$ cat src/rtl/srv1_pkg.sv
// Shared SRV1 decode/execute types: opcodes, ALU operations, immediate formats
// and the packed control word carried down the pipeline.
package srv1_pkg;

  localparam int unsigned XLEN = 32;

  typedef enum logic [6:0] {
    OPC_LOAD     = 7'b0000011,
    OPC_MISC_MEM = 7'b0001111,
    OPC_OP_IMM   = 7'b0010011,
    OPC_AUIPC    = 7'b0010111,
    OPC_STORE    = 7'b0100011,
    OPC_OP       = 7'b0110011,
    OPC_LUI      = 7'b0110111,
    OPC_BRANCH   = 7'b1100011,
    OPC_JALR     = 7'b1100111,
    OPC_JAL      = 7'b1101111,
    OPC_SYSTEM   = 7'b1110011
  } opcode_e;

  typedef enum logic [3:0] {
    ALU_ADD, ALU_SUB, ALU_SLL, ALU_SLT, ALU_SLTU, ALU_XOR,
    ALU_SRL, ALU_SRA, ALU_OR, ALU_AND, ALU_PASS_B
  } alu_op_e;

  typedef enum logic [2:0] {
    IMM_NONE, IMM_I, IMM_S, IMM_B, IMM_U, IMM_J
  } imm_fmt_e;

  typedef struct packed {
    alu_op_e    alu_op;
    logic [2:0] funct3;
    logic       alu_src_imm;
    logic       alu_src_pc;
    logic       reg_we;
    logic       mem_rd;
    logic       mem_wr;
    logic       branch;
    logic       jal;
    logic       jalr;
    logic       illegal;
  } ctrl_t;

  localparam ctrl_t CTRL_NOP = '{
    alu_op: ALU_ADD, funct3: 3'b000, alu_src_imm: 1'b0, alu_src_pc: 1'b0,
    reg_we: 1'b0, mem_rd: 1'b0, mem_wr: 1'b0, branch: 1'b0, jal: 1'b0,
    jalr: 1'b0, illegal: 1'b0
  };

  // alt selects SUB/SRA; the caller decides when instr[30] is meaningful.
  function automatic alu_op_e alu_from_funct3(input logic [2:0] f3, input logic alt);
    case (f3)
      3'b000:  return alt ? ALU_SUB : ALU_ADD;
      3'b001:  return ALU_SLL;
      3'b010:  return ALU_SLT;
      3'b011:  return ALU_SLTU;
      3'b100:  return ALU_XOR;
      3'b101:  return alt ? ALU_SRA : ALU_SRL;
      3'b110:  return ALU_OR;
      default: return ALU_AND;
    endcase
  endfunction

endpackage

$ cat src/rtl/decode_stage_if.sv
// Fetch-side and execute-side handshakes of the decode stage.
interface decode_stage_if;
  import srv1_pkg::*;

  logic            in_valid;
  logic            in_ready;
  logic [31:0]     in_instr;
  logic [XLEN-1:0] in_pc;
  logic            flush;
  logic            out_valid;
  logic            out_ready;
  logic [XLEN-1:0] out_pc;
  logic [XLEN-1:0] out_imm;
  logic [4:0]      out_rd;
  logic [4:0]      out_rs1;
  logic [4:0]      out_rs2;
  ctrl_t           out_ctrl;

  modport master (
    output in_valid, in_instr, in_pc, flush, out_ready,
    input  in_ready, out_valid, out_pc, out_imm, out_rd, out_rs1, out_rs2, out_ctrl
  );

  modport slave (
    input  in_valid, in_instr, in_pc, flush, out_ready,
    output in_ready, out_valid, out_pc, out_imm, out_rd, out_rs1, out_rs2, out_ctrl
  );
endinterface

$ cat src/rtl/imm_gen.sv
// Sign-extended immediate extraction for the RV32I instruction formats.
module imm_gen
  import srv1_pkg::*;
(
  input  logic [31:7]     instr,
  input  imm_fmt_e        fmt,
  output logic [XLEN-1:0] imm
);

  always_comb begin
    imm = '0;
    case (fmt)
      IMM_I:   imm = {{20{instr[31]}}, instr[31:20]};
      IMM_S:   imm = {{20{instr[31]}}, instr[31:25], instr[11:7]};
      IMM_B:   imm = {{19{instr[31]}}, instr[31], instr[7], instr[30:25], instr[11:8], 1'b0};
      IMM_U:   imm = {instr[31:12], 12'b0};
      IMM_J:   imm = {{11{instr[31]}}, instr[31], instr[19:12], instr[20], instr[30:21], 1'b0};
      default: imm = '0;
    endcase
  end

endmodule

$ cat src/rtl/decode_stage.sv
// SRV1 decode stage: decoder, load-use bubble, flush and the decoded pipeline
// register feeding execute alongside the register file's registered reads.
module decode_stage
  import srv1_pkg::*;
(
  input  logic          clk,
  input  logic          rst,
  decode_stage_if.slave bus,
  output logic [4:0]    rf_rs1_addr,
  output logic [4:0]    rf_rs2_addr,
  output logic          rf_clk_en
);

  opcode_e         opcode;
  imm_fmt_e        imm_fmt;
  ctrl_t           dec_ctrl;
  logic            uses_rs1;
  logic            uses_rs2;
  logic [4:0]      dec_rd;
  logic [4:0]      dec_rs1;
  logic [4:0]      dec_rs2;
  logic [XLEN-1:0] dec_imm;
  logic            advance;
  logic            hazard;

  assign opcode = opcode_e'(bus.in_instr[6:0]);

  always_comb begin
    dec_ctrl        = CTRL_NOP;
    dec_ctrl.funct3 = bus.in_instr[14:12];
    imm_fmt         = IMM_NONE;
    uses_rs1        = 1'b1;
    uses_rs2        = 1'b0;
    case (opcode)
      OPC_LUI: begin
        dec_ctrl.alu_op      = ALU_PASS_B;
        dec_ctrl.alu_src_imm = 1'b1;
        dec_ctrl.reg_we      = 1'b1;
        imm_fmt              = IMM_U;
        uses_rs1             = 1'b0;
      end
      OPC_AUIPC: begin
        dec_ctrl.alu_src_imm = 1'b1;
        dec_ctrl.alu_src_pc  = 1'b1;
        dec_ctrl.reg_we      = 1'b1;
        imm_fmt              = IMM_U;
        uses_rs1             = 1'b0;
      end
      OPC_JAL: begin
        dec_ctrl.jal         = 1'b1;
        dec_ctrl.reg_we      = 1'b1;
        dec_ctrl.alu_src_imm = 1'b1;
        dec_ctrl.alu_src_pc  = 1'b1;
        imm_fmt              = IMM_J;
        uses_rs1             = 1'b0;
      end
      OPC_JALR: begin
        dec_ctrl.jalr        = 1'b1;
        dec_ctrl.reg_we      = 1'b1;
        dec_ctrl.alu_src_imm = 1'b1;
        imm_fmt              = IMM_I;
      end
      OPC_BRANCH: begin
        dec_ctrl.branch = 1'b1;
        dec_ctrl.alu_op = ALU_SUB;
        imm_fmt         = IMM_B;
        uses_rs2        = 1'b1;
      end
      OPC_LOAD: begin
        dec_ctrl.mem_rd      = 1'b1;
        dec_ctrl.reg_we      = 1'b1;
        dec_ctrl.alu_src_imm = 1'b1;
        imm_fmt              = IMM_I;
      end
      OPC_STORE: begin
        dec_ctrl.mem_wr      = 1'b1;
        dec_ctrl.alu_src_imm = 1'b1;
        imm_fmt              = IMM_S;
        uses_rs2             = 1'b1;
      end
      OPC_OP_IMM: begin
        // instr[30] is part of the immediate except for the shift-right pair
        dec_ctrl.alu_op = alu_from_funct3(bus.in_instr[14:12],
                            bus.in_instr[14:12] == 3'b101 && bus.in_instr[30]);
        dec_ctrl.alu_src_imm = 1'b1;
        dec_ctrl.reg_we      = 1'b1;
        imm_fmt              = IMM_I;
      end
      OPC_OP: begin
        dec_ctrl.alu_op = alu_from_funct3(bus.in_instr[14:12], bus.in_instr[30]);
        dec_ctrl.reg_we = 1'b1;
        uses_rs2        = 1'b1;
      end
      OPC_MISC_MEM: ;
      OPC_SYSTEM: begin
        dec_ctrl.illegal = 1'b1;
        imm_fmt          = IMM_I;
      end
      default: dec_ctrl.illegal = 1'b1;
    endcase
  end

  assign dec_rd  = dec_ctrl.reg_we ? bus.in_instr[11:7]  : '0;
  assign dec_rs1 = uses_rs1        ? bus.in_instr[19:15] : '0;
  assign dec_rs2 = uses_rs2        ? bus.in_instr[24:20] : '0;

  imm_gen u_imm_gen (
    .instr (bus.in_instr[31:7]),
    .fmt   (imm_fmt),
    .imm   (dec_imm)
  );

  assign advance = !bus.out_valid || bus.out_ready;
  // Unused source fields decode to x0 and out_rd is non-zero, so they never match.
  assign hazard  = bus.out_valid && bus.out_ctrl.mem_rd && (bus.out_rd != '0) &&
                   bus.out_ready && bus.in_valid &&
                   ((dec_rs1 == bus.out_rd) || (dec_rs2 == bus.out_rd));

  assign bus.in_ready = !rst && advance && (!hazard || bus.flush);
  assign rf_clk_en    = !rst;
  assign rf_rs1_addr  = advance ? dec_rs1 : bus.out_rs1;
  assign rf_rs2_addr  = advance ? dec_rs2 : bus.out_rs2;

  always_ff @(posedge clk or posedge rst) begin
    if (rst) begin
      bus.out_valid <= 1'b0;
      bus.out_pc    <= '0;
      bus.out_imm   <= '0;
      bus.out_rd    <= '0;
      bus.out_rs1   <= '0;
      bus.out_rs2   <= '0;
      bus.out_ctrl  <= CTRL_NOP;
    end else if (bus.flush || hazard) begin
      bus.out_valid <= 1'b0;
    end else if (advance) begin
      bus.out_valid <= bus.in_valid;
      if (bus.in_valid) begin
        bus.out_pc   <= bus.in_pc;
        bus.out_imm  <= dec_imm;
        bus.out_rd   <= dec_rd;
        bus.out_rs1  <= dec_rs1;
        bus.out_rs2  <= dec_rs2;
        bus.out_ctrl <= dec_ctrl;
      end
    end
  end

endmodule

$ cat src/flat_wrapper.sv
// flat-port wrapper written by rule: the top's interface ports become plain ports
module decode_stage_flat import srv1_pkg::*;
  (clk, rst, rf_rs1_addr, rf_rs2_addr, rf_clk_en, bus_in_valid, bus_in_instr, bus_in_pc, bus_flush, bus_out_ready, bus_in_ready, bus_out_valid, bus_out_pc, bus_out_imm, bus_out_rd, bus_out_rs1, bus_out_rs2, bus_out_ctrl);
  decode_stage_if bus_i ();
  input  logic clk;
  input  logic rst;
  output logic [4:0] rf_rs1_addr;
  output logic [4:0] rf_rs2_addr;
  output logic rf_clk_en;
  input wire logic [$bits(bus_i.in_valid)-1:0] bus_in_valid;
  input wire logic [$bits(bus_i.in_instr)-1:0] bus_in_instr;
  input wire logic [$bits(bus_i.in_pc)-1:0] bus_in_pc;
  input wire logic [$bits(bus_i.flush)-1:0] bus_flush;
  input wire logic [$bits(bus_i.out_ready)-1:0] bus_out_ready;
  output wire logic [$bits(bus_i.in_ready)-1:0] bus_in_ready;
  output wire logic [$bits(bus_i.out_valid)-1:0] bus_out_valid;
  output wire logic [$bits(bus_i.out_pc)-1:0] bus_out_pc;
  output wire logic [$bits(bus_i.out_imm)-1:0] bus_out_imm;
  output wire logic [$bits(bus_i.out_rd)-1:0] bus_out_rd;
  output wire logic [$bits(bus_i.out_rs1)-1:0] bus_out_rs1;
  output wire logic [$bits(bus_i.out_rs2)-1:0] bus_out_rs2;
  output wire logic [$bits(bus_i.out_ctrl)-1:0] bus_out_ctrl;
  assign bus_i.in_valid = bus_in_valid;
  assign bus_i.in_instr = bus_in_instr;
  assign bus_i.in_pc = bus_in_pc;
  assign bus_i.flush = bus_flush;
  assign bus_i.out_ready = bus_out_ready;
  assign bus_in_ready = bus_i.in_ready;
  assign bus_out_valid = bus_i.out_valid;
  assign bus_out_pc = bus_i.out_pc;
  assign bus_out_imm = bus_i.out_imm;
  assign bus_out_rd = bus_i.out_rd;
  assign bus_out_rs1 = bus_i.out_rs1;
  assign bus_out_rs2 = bus_i.out_rs2;
  assign bus_out_ctrl = bus_i.out_ctrl;
  decode_stage u_core (.clk(clk), .rst(rst), .bus(bus_i), .rf_rs1_addr(rf_rs1_addr), .rf_rs2_addr(rf_rs2_addr), .rf_clk_en(rf_clk_en));
endmodule
$ cat config.mk
export PLATFORM = sky130hd
export DESIGN_NAME = decode_stage_flat
export DESIGN_NICKNAME = d
export VERILOG_FILES = /design/src/rtl/srv1_pkg.sv /design/src/rtl/decode_stage_if.sv /design/src/rtl/imm_gen.sv /design/src/rtl/decode_stage.sv /design/src/flat_wrapper.sv
export SDC_FILE = /design/constraint.sdc
export NUM_CORES = 1
export LEC_CHECK = 0
export BUFFER_PORTS_ARGS = -buffer_cell sky130_fd_sc_hd__buf_4
export CAP_MARGIN = 20
export CORE_UTILIZATION = 45
export DETAILED_ROUTE_END_ITERATION = 10
export GPL_ROUTABILITY_DRIVEN = 0
export MAX_ROUTING_LAYER = met4
export PLACE_DENSITY = 0.73
export REMOVE_ABC_BUFFERS = 1
export SYNTH_ARGS = -nofsm -noshare
export SYNTH_HDL_FRONTEND = slang
export SYNTH_HIERARCHICAL = 1
export SYNTH_SLANG_ARGS = --single-unit
export TNS_END_PERCENT = 30
$ cat constraint.sdc
create_clock -name clk -period 3 [get_ports clk]
set_input_delay 0.3 -clock clk [delete_from_list [all_inputs] [get_ports clk]]
set_output_delay 0.3 -clock clk [all_outputs]
set_load 0.01 [all_outputs]
==> metrics.txt <==
Clock Pin Slew Worst Setup and Hold Paths=roughly 0.10 ns; Syn Inst Count=408; Synth area leaders=dfrtp_1, mux2_4, mux2_2, nand2_1, o21ai_0; Final min period=approximately 2.8 ns; site row count=38; Ys Warns=6; most common cell after layout, fill and taps aside=buf_4; WP buf/inv=1; initial antenna violation count=0; worst slew pin tran=around 0.9 ns; post-CTS setup-driven buffer insertion count=0; most frequent cells in the layout=buf_4, dfrtp_1, mux2_4, nand2_1, mux2_2; Crit Path Class=reg2out; Max Cap Viol=0; # IOs=around 180; post-CTS sizing=0; status=finished, violations left; GRT Total Usage=0.224; nets=roughly 650; RSZ-0062 raised after global routing=no; H-Tree Depth=3; asr flop ratio synth=1.00; worst hold path type=in2async; register area share after synthesis=0.482; Final Setup Violations=0; #FFs+latches synth=96; Final WS setup=about 0.24 ns; Slew HR=0.401; cell taking the most area after synthesis=dfrtp_1; # port buffers=176; clk sinks=96; Post-synth EDFFs=0; reg-to-reg slack, setup=0.39 ns; critical path arrival=approximately 2.5 ns; FF-to-FF path depth=6; Final Non-Filler Cells=around 730; ratio of cells with drive above 1 in the final layout=0.518; vias per cell=about 5.3; fmax=0.363 GHz; Fillers=920; Die Area=~0.012 mm^2; Area after DPL=about 0.0064 mm^2; DRT antenna net count=0; diode count=0; initial core utilization=0.460; Post-synth top flop=dfrtp_1; WL final=12300 um; failing checks=negative hold slack; CP Launch Type=flip-flop; Worst Setup SP=u_core/bus.out_rd[1]$_DFFE_PP0P_; first-pass iteration count of the detailed router=4; worst skew pair latency=0.36 ns; final-report hold violation count=1; worst path required time=~2.7 ns; Area Overhead vs Synth=32.9%; CTS tree=yes; pin count of the biggest net entering global routing=56; GRT Residual Overflow=0; CP max-delay cell=or4_1; Max FO, Critical Path=7; via count=3891; crit-path cells=or4_1 > o21ai_2 > nor4bb_2 > or3_1 > o21ai_0 > buf_4; delay-heaviest family, CP=simple AND/OR/NAND/NOR gates; drt first-iter violations=approximately 230; Critical Path End=bus_in_ready; Crit. End Element=output port; core area=0.0108 mm^2; PD cells=between 400 and 500 mW/mm^2; Max Slew Vio Count=0; RR Endpoint=u_core/bus.out_pc[3]$_DFFE_PP0P_; top cell type's share of synthesized area=0.482; # DRC=0; Wirelength per Cell=~17 um; Place WS=~0.29 ns; Synth Area per Inst=about 12 um^2; CP Depth=6; root cell of the clock tree=clkbuf_8; DP HPWL=between 8000 and 9000 um; first-pass GRT wire length=a little under 20000 um; Layout Skew=0.00992 ns; vias in the first global route=3860; Unique masters post-synth=56; CTS Buf Count=9; die width=approximately 110 um; CTS Hold Bufs=0; worst IR drop on VDD=0.239 mV; Hold WS=-0.00298 ns; Longest Clk Path Bufs=2; DP Cell Count=713; R2R Path Start=u_core/bus.out_rd[1]$_DFFE_PP0P_; max incr delay on CP=approximately 0.56 ns; Leak=3.32 nW; Mapped Area=around 0.0050 mm^2; Die Ht=roughly 110 um; Fin Setup TNS=0 ns; Final Cycle Share=0.919; fin area=about 0.0066 mm^2
-- synth_stat cells, types with 3 or more instances --
cell type	number
a21o_1	8
a21oi_1	8
a22o_1	8
a311oi_1	3
and2_1	9
and3_1	5
buf_2	10
buf_6	7
clkbuf_1	3
dfrtp_1	96
inv_1	5
mux2_2	28
mux2_4	58
nand2_1	35
nand2b_1	3
nand3_1	12
nand3b_1	3
nor2_1	17
nor2b_1	6
nor3_1	4
nor4_1	4
o21ai_0	23
o21ai_1	3
o22ai_1	3
o2bb2ai_1	6
xor2_1	7
-- cell families after synthesis --
kind of cell | Yosys count | share of synthesized area
xor gates and xnor gates | 8 | 0.0156
AOI/OAI and AO/OA | 74 | 0.0996
buffers and inverters | 28 | 0.0356
and+or+nand+nor | 115 | 0.128
muxes | 87 | 0.240
DFF | 96 | 0.482
-- per-stage QoR --
step                      hold WS [ns]  total power [mW]  utilization
after detailed placement         0.412              2.18        0.594
final                         -0.00298              2.97        0.612
after global placement           0.400              2.17        0.594
after global routing            0.0310              3.11        0.612
after CTS                      0.00508              3.00        0.612
after floorplan                  0.372              1.83            -
-- state kept, by name, summed over array words and instances (netlist names) --
| name | count |
|---|---|
| u_core/bus.out_imm | 32 |
| u_core/bus.out_pc | 32 |
| u_core/bus.out_ctrl | 16 |
| u_core/bus.out_rd | 5 |
| u_core/bus.out_rs1 | 5 |
| u_core/bus.out_rs2 | 5 |
| u_core/bus.out_valid | 1 |
-- worst min path at each step --
| stage | endpoint | depth (start not counted) |
|---|---|---|
| floorplan | u_core/bus.out_valid$_DFFE_PP0P_ | 1 |
| global placement | u_core/bus.out_rs1[1]$_DFFE_PP0P_ | 2 |
| detailed placement | u_core/bus.out_rs1[1]$_DFFE_PP0P_ | 2 |
| CTS | u_core/bus.out_rs1[1]$_DFFE_PP0P_ | 2 |
| global route | u_core/bus.out_rs1[1]$_DFFE_PP0P_ | 2 |
| finish | u_core/bus.out_rs1[1]$_DFFE_PP0P_ | 2 |
-- final cells by class --
class | instances | area, um^2 | share of cell area
well taps | 140 | 175 | 0.0264
inverters | 5 | 21.3 | 0.00321
multi-input cells | 284 | 2410 | 0.363
clock inverters | 7 | 62.6 | 0.00944
clock buffers | 9 | 124 | 0.0187
flip-flops and latches | 96 | 2400 | 0.362
repair buffers | 188 | 1440 | 0.217
-- where the power goes --
| part | switching [mW] | leakage [nW] | internal (mW) |
|---|---|---|---|
| combinational | 0.290 | 1.99 | 0.383 |
| clock | 0.498 | 0.0923 | 0.318 |
| sequential | 0.0729 | 1.24 | 1.41 |
| total | 0.861 | 3.32 | 2.11 |
-- metal layers --
layer | track usage | routed length [um]
met1 | 0.304 | 5490
met2 | 0.359 | 6100
met3 | 0.0333 | 622
met4 | 0.0470 | 102
met5 | - | 0
Power figures use the tool's default switching activity.
